===== src/rtl/requant_packer.sv =====
// Post-MAC output stage: restores the VSQ scale shift, requantizes each 24-bit result by a
// rounding arithmetic right shift, saturates it to INT8/INT4 and packs the lanes into 256-bit words.
module requant_packer (
  input  logic         i_clk,
  input  logic         i_rst,
  input  logic [1:0]   i_mode,
  input  logic [4:0]   i_shift,
  input  logic         i_valid,
  output logic         o_ready,
  input  logic [23:0]  i_result,
  input  logic         i_last,
  output logic         o_valid,
  input  logic         i_ready,
  output logic [255:0] o_data,
  output logic [6:0]   o_count,
  output logic         o_last,
  output logic [15:0]  o_sat_cnt
);
  localparam int unsigned DATA_W  = 256;
  localparam int unsigned CNT_W   = 7;
  localparam int unsigned SAT_W   = 16;
  localparam int unsigned ACC_W   = 33;
  localparam int unsigned RES_W   = 24;
  localparam int unsigned SHAMT_W = 9;

  localparam logic [0:0] ST_FILL = 1'b0;
  localparam logic [0:0] ST_FULL = 1'b1;

  logic [0:0]        state, state_nx;
  logic [CNT_W-1:0]  lane_idx, lane_idx_nx;
  logic [1:0]        word_mode, word_mode_nx;
  logic [4:0]        word_shift, word_shift_nx;
  logic [DATA_W-1:0] pack, pack_nx;
  logic [CNT_W-1:0]  pack_count, pack_count_nx;
  logic              pack_last, pack_last_nx;
  logic              ready_nx, valid_nx, last_nx;
  logic [DATA_W-1:0] data_nx;
  logic [CNT_W-1:0]  count_nx;
  logic [SAT_W-1:0]  sat_cnt_nx;

  logic [1:0]              cur_mode;
  logic [4:0]              cur_shift;
  logic                    is_int8;
  logic signed [ACC_W-1:0] x_ext, x, rnd, r, sat_hi, sat_lo;
  logic                    lane_sat;
  logic [7:0]              lane_val;
  logic [SHAMT_W-1:0]      shamt;
  logic [DATA_W-1:0]       word_c;
  logic [CNT_W-1:0]        lane_cnt;
  logic                    lane_done, accept, out_free;

  // Lane datapath; lane 0 uses the live mode/shift since that is where they get latched
  always_comb begin
    cur_mode  = (lane_idx == '0) ? i_mode  : word_mode;
    cur_shift = (lane_idx == '0) ? i_shift : word_shift;
    is_int8   = (cur_mode == 2'd0);
    x_ext     = {{(ACC_W-RES_W){i_result[RES_W-1]}}, i_result};
    x         = cur_mode[1] ? (x_ext <<< 8) : x_ext;
    rnd       = (cur_shift == 5'd0) ? '0 : (ACC_W'(1) <<< (cur_shift - 5'd1));
    r         = (x + rnd) >>> cur_shift;
    sat_hi    = is_int8 ? 33'sd127 : 33'sd7;
    sat_lo    = is_int8 ? -33'sd128 : -33'sd8;
    lane_sat  = (r > sat_hi) || (r < sat_lo);
    if (r > sat_hi)      lane_val = sat_hi[7:0];
    else if (r < sat_lo) lane_val = sat_lo[7:0];
    else                 lane_val = r[7:0];
    if (!is_int8) lane_val = {4'h0, lane_val[3:0]};
    shamt     = is_int8 ? (SHAMT_W'(lane_idx) << 3) : (SHAMT_W'(lane_idx) << 2);
    word_c    = pack | (DATA_W'(lane_val) << shamt);
    lane_cnt  = lane_idx + CNT_W'(1);
    lane_done = i_last || (lane_cnt == (is_int8 ? CNT_W'(32) : CNT_W'(64)));
    out_free  = !o_valid || i_ready;
    accept    = i_valid && (state == ST_FILL);
  end

  // Next-state and output-register logic
  always_comb begin
    state_nx      = state;
    lane_idx_nx   = lane_idx;
    word_mode_nx  = word_mode;
    word_shift_nx = word_shift;
    pack_nx       = pack;
    pack_count_nx = pack_count;
    pack_last_nx  = pack_last;
    data_nx       = o_data;
    count_nx      = o_count;
    last_nx       = o_last;
    valid_nx      = o_valid;
    sat_cnt_nx    = o_sat_cnt;

    if (o_valid && i_ready) valid_nx = 1'b0;

    case (state)
      ST_FILL: begin
        if (accept) begin
          if (lane_idx == '0) begin
            word_mode_nx  = cur_mode;
            word_shift_nx = cur_shift;
          end
          if (lane_sat && (o_sat_cnt != '1)) sat_cnt_nx = o_sat_cnt + SAT_W'(1);
          if (lane_done && out_free) begin
            data_nx     = word_c;
            count_nx    = lane_cnt;
            last_nx     = i_last;
            valid_nx    = 1'b1;
            pack_nx     = '0;
            lane_idx_nx = '0;
          end else if (lane_done) begin
            pack_nx       = word_c;
            pack_count_nx = lane_cnt;
            pack_last_nx  = i_last;
            state_nx      = ST_FULL;
          end else begin
            pack_nx     = word_c;
            lane_idx_nx = lane_cnt;
          end
        end
      end
      ST_FULL: begin
        if (out_free) begin
          data_nx     = pack;
          count_nx    = pack_count;
          last_nx     = pack_last;
          valid_nx    = 1'b1;
          pack_nx     = '0;
          lane_idx_nx = '0;
          state_nx    = ST_FILL;
        end
      end
      default: state_nx = ST_FILL;
    endcase

    ready_nx = (state_nx == ST_FILL);
  end

  always_ff @(posedge i_clk or posedge i_rst) begin
    if (i_rst) begin
      state      <= ST_FILL;
      lane_idx   <= '0;
      word_mode  <= '0;
      word_shift <= '0;
      pack       <= '0;
      pack_count <= '0;
      pack_last  <= 1'b0;
      o_ready    <= 1'b1;
      o_valid    <= 1'b0;
      o_data     <= '0;
      o_count    <= '0;
      o_last     <= 1'b0;
      o_sat_cnt  <= '0;
    end else begin
      state      <= state_nx;
      lane_idx   <= lane_idx_nx;
      word_mode  <= word_mode_nx;
      word_shift <= word_shift_nx;
      pack       <= pack_nx;
      pack_count <= pack_count_nx;
      pack_last  <= pack_last_nx;
      o_ready    <= ready_nx;
      o_valid    <= valid_nx;
      o_data     <= data_nx;
      o_count    <= count_nx;
      o_last     <= last_nx;
      o_sat_cnt  <= sat_cnt_nx;
    end
  end
endmodule


===== config.mk =====
export PLATFORM = sky130hd
export DESIGN_NAME = requant_packer
export DESIGN_NICKNAME = d
export VERILOG_FILES = /design/src/rtl/requant_packer.sv
export SDC_FILE = /design/constraint.sdc
export NUM_CORES = 2
export LEC_CHECK = 0
export BUFFER_PORTS_ARGS = -buffer_cell sky130_fd_sc_hd__buf_4
export CAP_MARGIN = 20
export CORE_MARGIN = 1
export CORE_UTILIZATION = 30
export DETAILED_ROUTE_END_ITERATION = 10
export GPL_TIMING_DRIVEN = 0
export PLACE_DENSITY = 0.44
export SLEW_MARGIN = 40
export SYNTH_ARGS = -nofsm -noshare
export SYNTH_HDL_FRONTEND = slang
export SYNTH_SLANG_ARGS = --single-unit

===== constraint.sdc =====
create_clock -name i_clk -period 28.4 [get_ports i_clk]
set_input_delay 4.26 -clock i_clk [delete_from_list [all_inputs] [get_ports i_clk]]
set_output_delay 4.26 -clock i_clk [all_outputs]
set_load 0.01 [all_outputs]

==> results.md <==
- The path category of the worst min-delay check is flop to flop.
- For the worst-skew pair, the clock arrives at the later sink with an insertion delay of around 610 ps.
- The synthesized area per cell is just under 9 sq um.
- During I/O placement, the number of pins put on the boundary was roughly 320.
- The post-detailed-routing wire length is approximately 120000 um.
- Dividing the detail-routed via count by the number of cells gives around 5.4.
- The total count of hold-check failures in the final report was 0.
- 0 antenna diodes ended up in the layout.
- For this run, the detailed router's first-pass iteration total came to 6.
- The area share of fa/ha/maj cells after synthesis is 1.960%.
- Headroom to the max-slew limit came out at roughly two fifths.
- Summing over every cut layer, the via total after detailed routing is between 20000 and 30000.
- The cell area after technology mapping is between 20000 and 30000 sq um.
- The initial utilization of the core area, before any placement, comes to 30.42%.
- The share of the clock period used by the worst path is between 40% and 50%.
- Summing all non-filler instances in the final layout gives an area of roughly 35000 sq um.
- The synthesized netlist contains 91 unique library cells.
- The synthesized netlist devotes between 20% and 30% of its cell area to compound gates.
- Buffers added to address setup during post-CTS repair amount to 0.
- The number of remaining DRC errors is 0.
- The critical path startpoint is i_shift[4].
- In this run the horizontal extent of the chip is 310.1 um.
- The largest vdd supply drop is about 0.038 mV.
- In the final layout, the multi-input gates occupy between 10000 and 15000 sq um.
- STA classifies the critical path endpoint as a flop.
- Yosys mapped a number of flops with a built-in enable equal to 0.
- The number of global-route vias before repair is around 26000.
- For this run, asynchronously set or reset flops after synthesis account for 100.0%.
- The count of buffers added on input and output ports is 317.
- The final max-slew violation count came to 0.
- Along the worst path, the maximum fanout reaches 10.
- The final routed wire length divided by cell count is about 24 um.
- In this run, post-CTS hold repair placed 0 buffers.
- The total CTS buffers is between 60 and 70.
- The sort of element at the start of the critical path is an input port.
- The area overhead of the layout relative to synthesis is 22.79%.
- The portion of the post-synthesis area used by sequential elements is 49.30%.
- In this run, synthesis produced a sequential element count of 561.
- In this run, post-CTS repair resized a total of 0 instances.
- The total instance count after detailed placement is about 4900.
- The areal power density over the cells is between 80 and 90 nW/um^2.
- In this run the number of H-tree levels came out at 3.
- The leading cell type in the layout, fill and taps excluded is sky130_fd_sc_hd__nor2_1.
- By area, the combinational part of the netlist is dominated by compound AO/OA/AOI/OAI gates.
- The clock period minus final worst setup slack is roughly 14000 ps.
- The cell area after placement is ~33000 sq um.
- The number of max-capacitance violations reported is 0.
- The mux share of post-synthesis cell area is under 10%.
- Adding up every negative setup slack in the final design gives 0 ps.
- The number of failing setup endpoints in the final timing report is 0.
- Once detailed placement completed, the half-perimeter wirelength came to approximately 90000 um.
- The clock tree from TritonCTS is yes.
- The fraction of the mapped netlist area in simple logic gates is 19.67%.
- Data on the critical path arrives at its endpoint at 14470 ps.
- Clock-pin slew was measured on the worst setup and hold paths at approximately 60 ps.
- The flow ran to the end, and the final reports show no timing, DRC or antenna violations.
- The leakage power of the design is around 0.016 uW.
- The vertical die dimension is between 300 and 400 um.
- The global-route congestion overflow total is 0.
- The total clock sinks is between 500 and 600.
- The synthesized-area fraction occupied by xor and xnor cells is between 1 and 1.5%.
- The worst register-to-register path has a setup slack of around 16000 ps.
- The standard cell core area is about 94000 sq um.
- The fmax is a little over 70 MHz.
- The fraction of layout instances using a drive strength above 1 is around 16%.
- The launch point of the worst reg-to-reg path is lane_idx[0].
- The critical path class is input port to flop.
- In this design, the stage delay of the slowest critical-path cell is around 700 ps.
- The required time of the worst setup path is about 29000 ps.
- The number of standard cells after synthesis is roughly 3300.
- CTS placed an instance of sky130_fd_sc_hd__clkbuf_16 at the clock tree root.
- After the first detailed-routing iteration, the DRC count stood at roughly 2400.
- The final layout net count is roughly 3800.
- For this run, the number of standard cells in the final layout without fillers is between 4000 and 5000.
- Yosys printed 0 warnings.
- Global routing consumed, over all layers together, between 20% and 30% of the routing resources.
- The slowest stage cell on the critical path is sky130_fd_sc_hd__clkbuf_1.
- The clock passes through at most 3 buffers.
- The worst min-delay path startpoint is pack[102].
- The most frequent cell on the critical path is sky130_fd_sc_hd__nor2_1.
- The number of antenna violations at the first check in global routing is 0.
- Hold is met by around 480 ps.
- The net count after synthesis is ~3400.
- The sequential cells in the finished layout cover a total of between 10000 and 15000 sq um.
- The maximum number of pins on one net before global-route repair is 75.
- The detail route stage leaves a number of antenna-violating nets equal to 0.
- The die area is between 90000 and 100000 sq um.
- The final weighted congestion of routability-driven global placement is about 0.9.
- In the layout the commonest cells are sky130_fd_sc_hd__nor2_1, sky130_fd_sc_hd__dfrtp_1, sky130_fd_sc_hd__nand2_1.
- The wire length of the first global-routing pass is roughly 180000 um.
- The flip-flop cell with the highest count after synthesis is sky130_fd_sc_hd__dfrtp_1.
- The slew at the pin closest to its max-slew limit is between 900 and 1000 ps.
- After floorplanning, the core was divided into ~110 placement rows.
- Setup repair after global routing left no endpoint under its margin.
- The clock arrives with between 15 and 20 ps of skew.
- The number of filler cells placed in the layout is approximately 10000.
final cells by class:
type,count,share of cell area [%]
Inverter,29,0.3328
Timing Repair Buffer,331,7.611
Tap cell,1254,4.487
Clock buffer,102,5.571
Multi-Input combinational cell,2464,38.61
Clock inverter,13,0.3936
Buffer,230,2.838
Sequential cell,561,40.15
worst paths after layout:
path | to | cells after the start
setup / recovery | pack[39] | 36
hold / removal | pack[102] | 2
setup reg to reg | pack[39] | 41
hold reg to reg | pack[102] | 2
max in group asynchronous | o_ready | 7
min in group asynchronous | o_data[240] | 2
routing by layer:
layer / part of all wire (%) / track usage [%] / wire, um / up-vias
li1: - / - / - / 12440
met3: 6.3 / 4.625 / 7553 / 154
met5: 0 / 0 / 0 / -
met1: 46 / 35.08 / 55540 / 13300
met4: 2.5 / 6.335 / 2963 / 0
met2: 45 / 38.99 / 54480 / 838
through the flow:
stage               setup WS [ps]  util, %  total power (uW)
CTS                         14760    37.31              3132
floorplan                    8453        -              1687
finish                      14380    37.35              3128
global placement            507.4    34.64              2280
global route                13860    37.35              3287
detailed placement          14130    35.08              2286
sequential cells by signal, indices dropped and copies added (netlist names):
signal,cells
lane_idx,7
o_count,7
o_data,256
o_last,1
o_ready,1
o_sat_cnt,16
o_valid,1
pack,256
pack_count,7
pack_last,1
state,1
word_mode,2
word_shift,5
where the power goes:
| group | leakage (uW) | internal (uW) | switching, uW |
|---|---|---|---|
| Sequential | 0.00733 | 896 | 78.3 |
| Clock | 0.00102 | 484 | 354 |
| Combinational | 0.00734 | 411 | 904 |
| Total | 0.0157 | 1790 | 1340 |
critical path, delay by kind of cell:
kind	cells	cell delay, ps
AOI/OAI and AO/OA	12	3700
adders and majority gates	3	940
muxes	1	180
buffers and inverters	8	3120
and+or+nand+nor	12	2220
cell usage after synthesis, types with 5 or more instances:
library cell | count | area share (%)
sky130_fd_sc_hd__o221ai_1 | 12 | 0.37
sky130_fd_sc_hd__or4_1 | 5 | 0.13
sky130_fd_sc_hd__buf_6 | 6 | 0.24
sky130_fd_sc_hd__buf_2 | 38 | 0.67
sky130_fd_sc_hd__dfrtp_1 | 560 | 49
sky130_fd_sc_hd__clkbuf_2 | 5 | 0.088
sky130_fd_sc_hd__o2111ai_1 | 8 | 0.25
sky130_fd_sc_hd__o311ai_0 | 18 | 0.55
sky130_fd_sc_hd__inv_1 | 28 | 0.37
sky130_fd_sc_hd__nand3_1 | 33 | 0.58
sky130_fd_sc_hd__nor3_1 | 32 | 0.56
sky130_fd_sc_hd__nand2_1 | 504 | 6.6
sky130_fd_sc_hd__mux2i_1 | 65 | 2.3
sky130_fd_sc_hd__a21o_1 | 15 | 0.40
sky130_fd_sc_hd__buf_1 | 12 | 0.16
sky130_fd_sc_hd__and2_1 | 23 | 0.51
sky130_fd_sc_hd__a211oi_1 | 32 | 0.84
sky130_fd_sc_hd__xnor2_1 | 28 | 0.86
sky130_fd_sc_hd__nor2b_1 | 9 | 0.20
sky130_fd_sc_hd__a22oi_1 | 6 | 0.16
sky130_fd_sc_hd__o31ai_1 | 22 | 0.58
sky130_fd_sc_hd__a31oi_1 | 16 | 0.35
sky130_fd_sc_hd__nand4_1 | 21 | 0.46
sky130_fd_sc_hd__clkbuf_1 | 167 | 2.2
sky130_fd_sc_hd__a21oi_1 | 90 | 1.6
sky130_fd_sc_hd__o22ai_1 | 240 | 5.3
sky130_fd_sc_hd__o211ai_1 | 54 | 1.4
sky130_fd_sc_hd__o21a_1 | 10 | 0.26
sky130_fd_sc_hd__and3_1 | 16 | 0.35
sky130_fd_sc_hd__nor2_1 | 625 | 8.2
sky130_fd_sc_hd__or3_1 | 17 | 0.37
sky130_fd_sc_hd__a31o_2 | 5 | 0.15
sky130_fd_sc_hd__a311oi_1 | 5 | 0.15
sky130_fd_sc_hd__nand2b_1 | 7 | 0.15
sky130_fd_sc_hd__o211a_1 | 7 | 0.25
sky130_fd_sc_hd__or2_2 | 29 | 0.64
sky130_fd_sc_hd__mux2_2 | 23 | 0.91
sky130_fd_sc_hd__o21ai_0 | 296 | 5.2
sky130_fd_sc_hd__o21ai_1 | 37 | 0.65
sky130_fd_sc_hd__a211o_1 | 9 | 0.28
sky130_fd_sc_hd__xor2_1 | 13 | 0.40
sky130_fd_sc_hd__ha_1 | 43 | 1.9
sky130_fd_sc_hd__nor4_1 | 9 | 0.20
kinds of logic after synthesis:
| kind of cell | after synthesis |
|---|---|
| AO/OA/AOI/OAI | 936 |
| multiplexers | 92 |
| adder cells (fa/ha/maj) | 44 |
| AND/OR/NAND/NOR | 1350 |
| buffers and inverters | 259 |
| XOR/XNOR | 41 |
| flip-flops | 561 |
| other | 1 |
No activity file was read; power rests on OpenSTA's default activity.
